File: src/rtl/gray_counter.sv
// Synchronous up/down Gray-code counter with parallel load and wrap/saturate ends.
// The binary count and its Gray code are registered together on the same edge.
module gray_counter #(
  parameter int WIDTH    = 3,
  parameter bit SATURATE = 1'b0
) (
  input  logic             clk,
  input  logic             rst,
  input  logic             en,
  input  logic             up,
  input  logic             load,
  input  logic [WIDTH-1:0] load_val,
  output logic [WIDTH-1:0] bin,
  output logic [WIDTH-1:0] gray,
  output logic             wrap,
  output logic             at_limit
);

  localparam logic [WIDTH-1:0] MAX = '1;
  localparam logic [WIDTH-1:0] ONE = WIDTH'(1);

  logic [WIDTH-1:0] bin_q, bin_d;
  logic [WIDTH-1:0] gray_q, gray_d;
  logic             wrap_q, wrap_d;
  logic             at_limit_q, at_limit_d;

  always_comb begin
    bin_d      = bin_q;
    wrap_d     = 1'b0;
    at_limit_d = at_limit_q;
    if (load) begin
      bin_d      = load_val;
      at_limit_d = 1'b0;
    end else if (en) begin
      if (up) begin
        if (bin_q == MAX) begin
          if (SATURATE) begin
            at_limit_d = 1'b1;
          end else begin
            bin_d      = '0;
            wrap_d     = 1'b1;
            at_limit_d = 1'b0;
          end
        end else begin
          bin_d      = bin_q + ONE;
          at_limit_d = 1'b0;
        end
      end else begin
        if (bin_q == '0) begin
          if (SATURATE) begin
            at_limit_d = 1'b1;
          end else begin
            bin_d      = MAX;
            wrap_d     = 1'b1;
            at_limit_d = 1'b0;
          end
        end else begin
          bin_d      = bin_q - ONE;
          at_limit_d = 1'b0;
        end
      end
    end
    // Encode from the next binary value so gray lands on the same edge as bin.
    gray_d = bin_d ^ (bin_d >> 1);
  end

  always_ff @(posedge clk) begin
    if (rst) begin
      bin_q      <= '0;
      gray_q     <= '0;
      wrap_q     <= 1'b0;
      at_limit_q <= 1'b0;
    end else begin
      bin_q      <= bin_d;
      gray_q     <= gray_d;
      wrap_q     <= wrap_d;
      at_limit_q <= at_limit_d;
    end
  end

  assign bin      = bin_q;
  assign gray     = gray_q;
  assign wrap     = wrap_q;
  assign at_limit = at_limit_q;

endmodule

File: config.mk
export PLATFORM = sky130hd
export DESIGN_NAME = gray_counter
export DESIGN_NICKNAME = d
export VERILOG_FILES = /design/src/rtl/gray_counter.sv
export SDC_FILE = /design/constraint.sdc
export NUM_CORES = 1
export LEC_CHECK = 0
export BUFFER_PORTS_ARGS = -buffer_cell sky130_fd_sc_hd__buf_2
export CAP_MARGIN = 25
export CORE_AREA = 2 2 39 41
export CTS_CLUSTER_DIAMETER = 50
export DETAILED_ROUTE_END_ITERATION = 6
export DIE_AREA = 0 0 41 43
export GPL_ROUTABILITY_DRIVEN = 0
export GPL_TIMING_DRIVEN = 0
export PLACE_DENSITY = 0.56
export SYNTH_ARGS = -nofsm -noshare
export SYNTH_HDL_FRONTEND = slang
export SYNTH_SLANG_ARGS = --single-unit
File: constraint.sdc
create_clock -name clk -period 2.95 [get_ports clk]
set_input_delay 0.1475 -clock clk [delete_from_list [all_inputs] [get_ports clk]]
set_output_delay 0.1475 -clock clk [all_outputs]
set_load 0.01 [all_outputs]
---- Word-level counts from Yosys, hierarchy flattened ----
Cells that the tools add are included.
W data, S select, Z words.
word-level totals
  register bits ........................... 7
  bits of input ports ..................... 8
  output and inout port bits .............. 8
  logic and storage cells ................. 18
cells by class
  add/sub/neg operators ................... 2
  eq/ne operators ......................... 1
  mux-type cells .......................... 8
  bitwise operators ....................... 2
  reductions and logical operators ........ 2
operators with widths
  operator               count
  $mux W3                5
  $add A3 B1 Y3 const B  1
  $eq A3 B3 Y1 const B   1
  $logic_not A3 Y1       1
  $mux W1                3
  $reduce_or A3 Y1       1
  $sub A3 B1 Y3 const B  1
  $xor A3 B2 Y3          1
  $not A1 Y1             1

---- Depth between registers and ports, before layout ----
  depth in word-level cells ............... 6
  gate-level depth with buffers ........... 6
  depth with buffers taken out ............ 6

---- Worst setup path before layout ----
OpenSTA, ideal clock, no wires.
  path kind ............................... reg-to-reg
  start point ............................. register bin_q[0] (netlist: bin[0])
  end point ............................... register gray_q[0] (netlist: gray[0])
  setup time .............................. 0.121 ns
  arrival ................................. 1.704 ns
  required time ........................... 2.829 ns
  slack ................................... 1.124 ns
  stages on the path, launching flop included .. 7
  path buffers ............................ 0
  period minus slack after synthesis ...... 1.826 ns
  cells stage by stage .................... dfxtp_1 ha_1 ha_1 nand2b_1 a221o_1 a21oi_2 mux2_4
between the ends
  longest elaborated chain between the ends .. 6
  elaborated cells between the ends (all ways) .. 10
  those cells by class .................... add/sub: 2; eq/ne: 1; mux: 5; bitwise: 1; reduce/logical: 1
RTL lines
  what                                         RTL line  RTL
  start, declared                              22        logic [WIDTH-1:0] bin_q, bin_d;
  start signal, assigned                       74        bin_q <= bin_d;
  $sub A3 B1 Y3, or another cell as far along  58        bin_d = bin_q - ONE;
  $mux W3 (on tied branches)                   49, 36
  $mux W3                                      35        if (up) begin
  $mux W3 *                                    34        end else if (en) begin
  $mux W3 *                                    31        if (load) begin
  $xor A3 B2 Y3 *                              64        gray_d = bin_d ^ (bin_d >> 1);
  end signal, assigned                         75        gray_q <= gray_d;
  end, declared                                23        logic [WIDTH-1:0] gray_q, gray_d;
Every way passes the cells marked *; elsewhere a longest branch is shown, timed or not.
A chain may end at the register's enable or synchronous reset.

---- Final worst setup path ----
Ends and elaborated chain as after synthesis.

==> out/metrics.yaml <==
yosys:
  synth_top_area_cell: "dfxtp_1"
  ys_seq_area_share_pct: 28.8
  synth_mux_area_share_pct: 6.01
  synth_compound_area_share_pct: 22.2
  synth-simple-area-share_pct: 21.9
  synth.top_cell.area_share_pct: 28.8
  yosys-top-cells-area: "dfxtp_1 (29%), ha_1 (12%), inv_1 (4.5%), nor2b_1 (4.5%), a21oi_2 (4.2%)"
  ys.warnings.count: 0
  synth_nets: 57
  synth_area_um2: 417
  synthAdderAreaFrac_pct: 12.0
  syn_avg_cell_area_um2: 9.26
  synthCells: 45
  synth_xor_area_share_pct: 0
  synth_top_family_by_area: "compound AO/OA/AOI/OAI gates"
  synth.distinct_cells: 27
  synth_seq_cells: 6
clocking:
  htreeDepth: 1
  clock-sinks: 6
  cts_max_path_buffers: 2
  hold_buffers: 0
  cts_buffers: 3
  clock_latency_ns: 0.24
  cts_tree: "yes"
  clk_pin_slew_ns: 0.04
  clockRootBuffer: "clkbuf_4"
  postCtsSetupBuffers: 0
  cts_resized: 0
placement:
  dp.cells: 75
  placed_area_um2: 507
  dp_hpwl_um: 634
  numPortBuffers: 14
  pre_cts_slack_ns: 1.02
cells_and_area:
  stdcell_area_um2: 529
  final_layout_size_suffix_gt1_share_pct: 40.3
  antenna_cells: 0
  syn_to_final_growth_pct: 27.0
  layout.nets: 76
  final_cell_count_no_fill: 78
  fill_cells: 143
grt:
  grt_pass1_vias: 308
  grt_max_degree: 9
  grt-ovfl-total: 0
  grt_pass1_wl_mm: 1.28
  track_usage_pct: 11.1
  antenna_found_initial: 0
die:
  rows: 14
  die_height_um: 43
  die_w_um: 41
  die_area_um2: 1760
  core_area_um2: 1380
  io_pins: 16
  start_util_pct: 30.1
routing:
  drt_wl_total_um: 794
  postRouteAntennaNets: 0
  dr.pass1.iters: 5
  wl_per_cell_um: 10.2
  vias: 356
  via_per_inst: 4.56
  drc_errors: 0
  first_iter_violations: 3
sta:
  finalHoldViolations: 0
  rsz0062_at_grt: "false"
  skew_ns: 0.000441
  fin_crit_sh_pct: 65.4
  max_freq_ghz: 0.519
  drv_slew: 0
  setup_slack_ns: 1.02
  period_minus_slack_ns: 1.93
  setup_tns_ns: 0
  setup_viol: 0
power_and_ir_drop:
  p_leak_nw: 0.278
  power_density_nw_per_um2: 426
  totalPowerFinal_w: 0.000226
  peakVddDrop_v: 0.000131
worst_setup_path:
  critPathLaunch: "bin[0]"
  required_ns: 3.07
  reg2reg_slack_ns: 1.02
  worstPathArrival_ns: 2.05
  critical_path_class: "reg2reg"
  reg2regPathDepth: 6
  r2r-end: "gray[0]"
  r2r-start: "bin[0]"
  critPathCaptureType: "flop"
  cp_max_fo: 4
  cp-start-kind: "flop"
flow_run:
  cap_violations: 0
worst_hold_path:
  hold_end: "bin[1]"
  min_path_type: "in2reg"
  min-delay-start: "rst"
  min_path_cells: 2
status:
  status: "finished, final reports clean"
==> critical path: stages (launching register included) <==
cell	delay [ns]
dfxtp_1	0.34
ha_1	0.21
ha_1	0.21
nand2b_1	0.15
a221o_1	0.35
a21oi_2	0.23
mux2_4	0.32
==> how the worst max path moves through the flow <==
stage              end  slack, ns  cells after the start
6_report       gray[0]       1.02                      6
5_1_grt        gray[0]       0.94                      6
4_1_cts        gray[0]       1.01                      6
3_5_place_dp   gray[0]       1.02                      6
3_3_place_gp   gray[0]       1.02                      6
2_1_floorplan  gray[0]       1.12                      6
==> final cells by class <==
cell class	instances	area, um2	area share, %
Inverter	5	18.8	3.55
Buffer	2	15.0	2.84
Timing Repair Buffer	14	70.1	13.2
Tap cell	16	20.0	3.78
Clock buffer	3	22.5	4.26
Sequential cell	6	120	22.7
Multi-Input combinational cell	32	263	49.6
==> logic make-up (layout without fill, tap and decap cells) <==
family | after synthesis | in the layout
other | 1 | 1
flip-flops | 6 | 6
AND/OR/NAND/NOR | 14 | 14
multiplexers | 2 | 2
adder cells (fa/ha/maj) | 4 | 4
buffers and inverters | 7 | 24
AO/OA/AOI/OAI | 11 | 11
==> registers in the layout, summed over array words and instances, names as in the netlist <==
name,cells
gray,2
bin,3
wrap,1
==> power by group <==
part / switching (W) / leakage (nW) / internal (W)
clock network: 0.0000262 / 0.0138 / 0.0000458
logic: 0.0000291 / 0.215 / 0.0000309
registers: 0.00000545 / 0.0497 / 0.0000883
==> cells in the final DEF (no fill, tap or decap) <==
| master | count |
|---|---|
| a21o_2 | 1 |
| nor2_1 | 1 |
| nand2b_4 | 1 |
| a22o_1 | 1 |
| nand2b_1 | 2 |
| nand2_1 | 2 |
| o21ba_2 | 1 |
| a2111oi_1 | 1 |
| a21oi_2 | 2 |
| dfxtp_1 | 6 |
| clkbuf_4 | 3 |
| o31ai_1 | 1 |
| mux2_4 | 1 |
| a211oi_1 | 1 |
| buf_4 | 2 |
| nor4_1 | 1 |
| o21bai_1 | 1 |
| inv_1 | 5 |
| nor3_1 | 1 |
| or3_1 | 1 |
| a221o_1 | 1 |
| nor2b_1 | 3 |
| or3b_1 | 1 |
| ha_1 | 4 |
| buf_2 | 14 |
| a21oi_1 | 1 |
| conb_1 | 1 |
| mux2i_1 | 1 |
| and3b_1 | 1 |
==> layer usage <==
metal	GRT usage [%]	vias to the layer above	share of wire [%]
met4	8.00	0	0.88
met5	0	-	0
li1	-	191	-
met1	15.3	148	49
met3	3.14	2	5.5
met2	14.1	15	44
==> cell usage after synthesis <==
library cell,instances
dfxtp_1,6
inv_1,5
ha_1,4
nor2b_1,3
a21oi_2,2
buf_4,2
nand2_1,2
nand2b_1,2
a2111oi_1,1
a211oi_1,1
a21o_2,1
a21oi_1,1
a221o_1,1
a22o_1,1
and3b_1,1
conb_1,1
mux2_4,1
mux2i_1,1
nand2b_4,1
nor2_1,1
nor3_1,1
nor4_1,1
o21ba_2,1
o21bai_1,1
o31ai_1,1
or3_1,1
or3b_1,1
==> through the flow <==
| stage | utilization [%] | hold WS, ns |
|---|---|---|
| finish | 38.2 | 0.139 |
| global route | 38.2 | 0.143 |
| CTS | 38.2 | 0.132 |
| detailed placement | 36.6 | 0.382 |
| global placement | 36.6 | 0.379 |
| floorplan | - | 0.219 |
No activity file was read; power rests on OpenSTA's default activity.
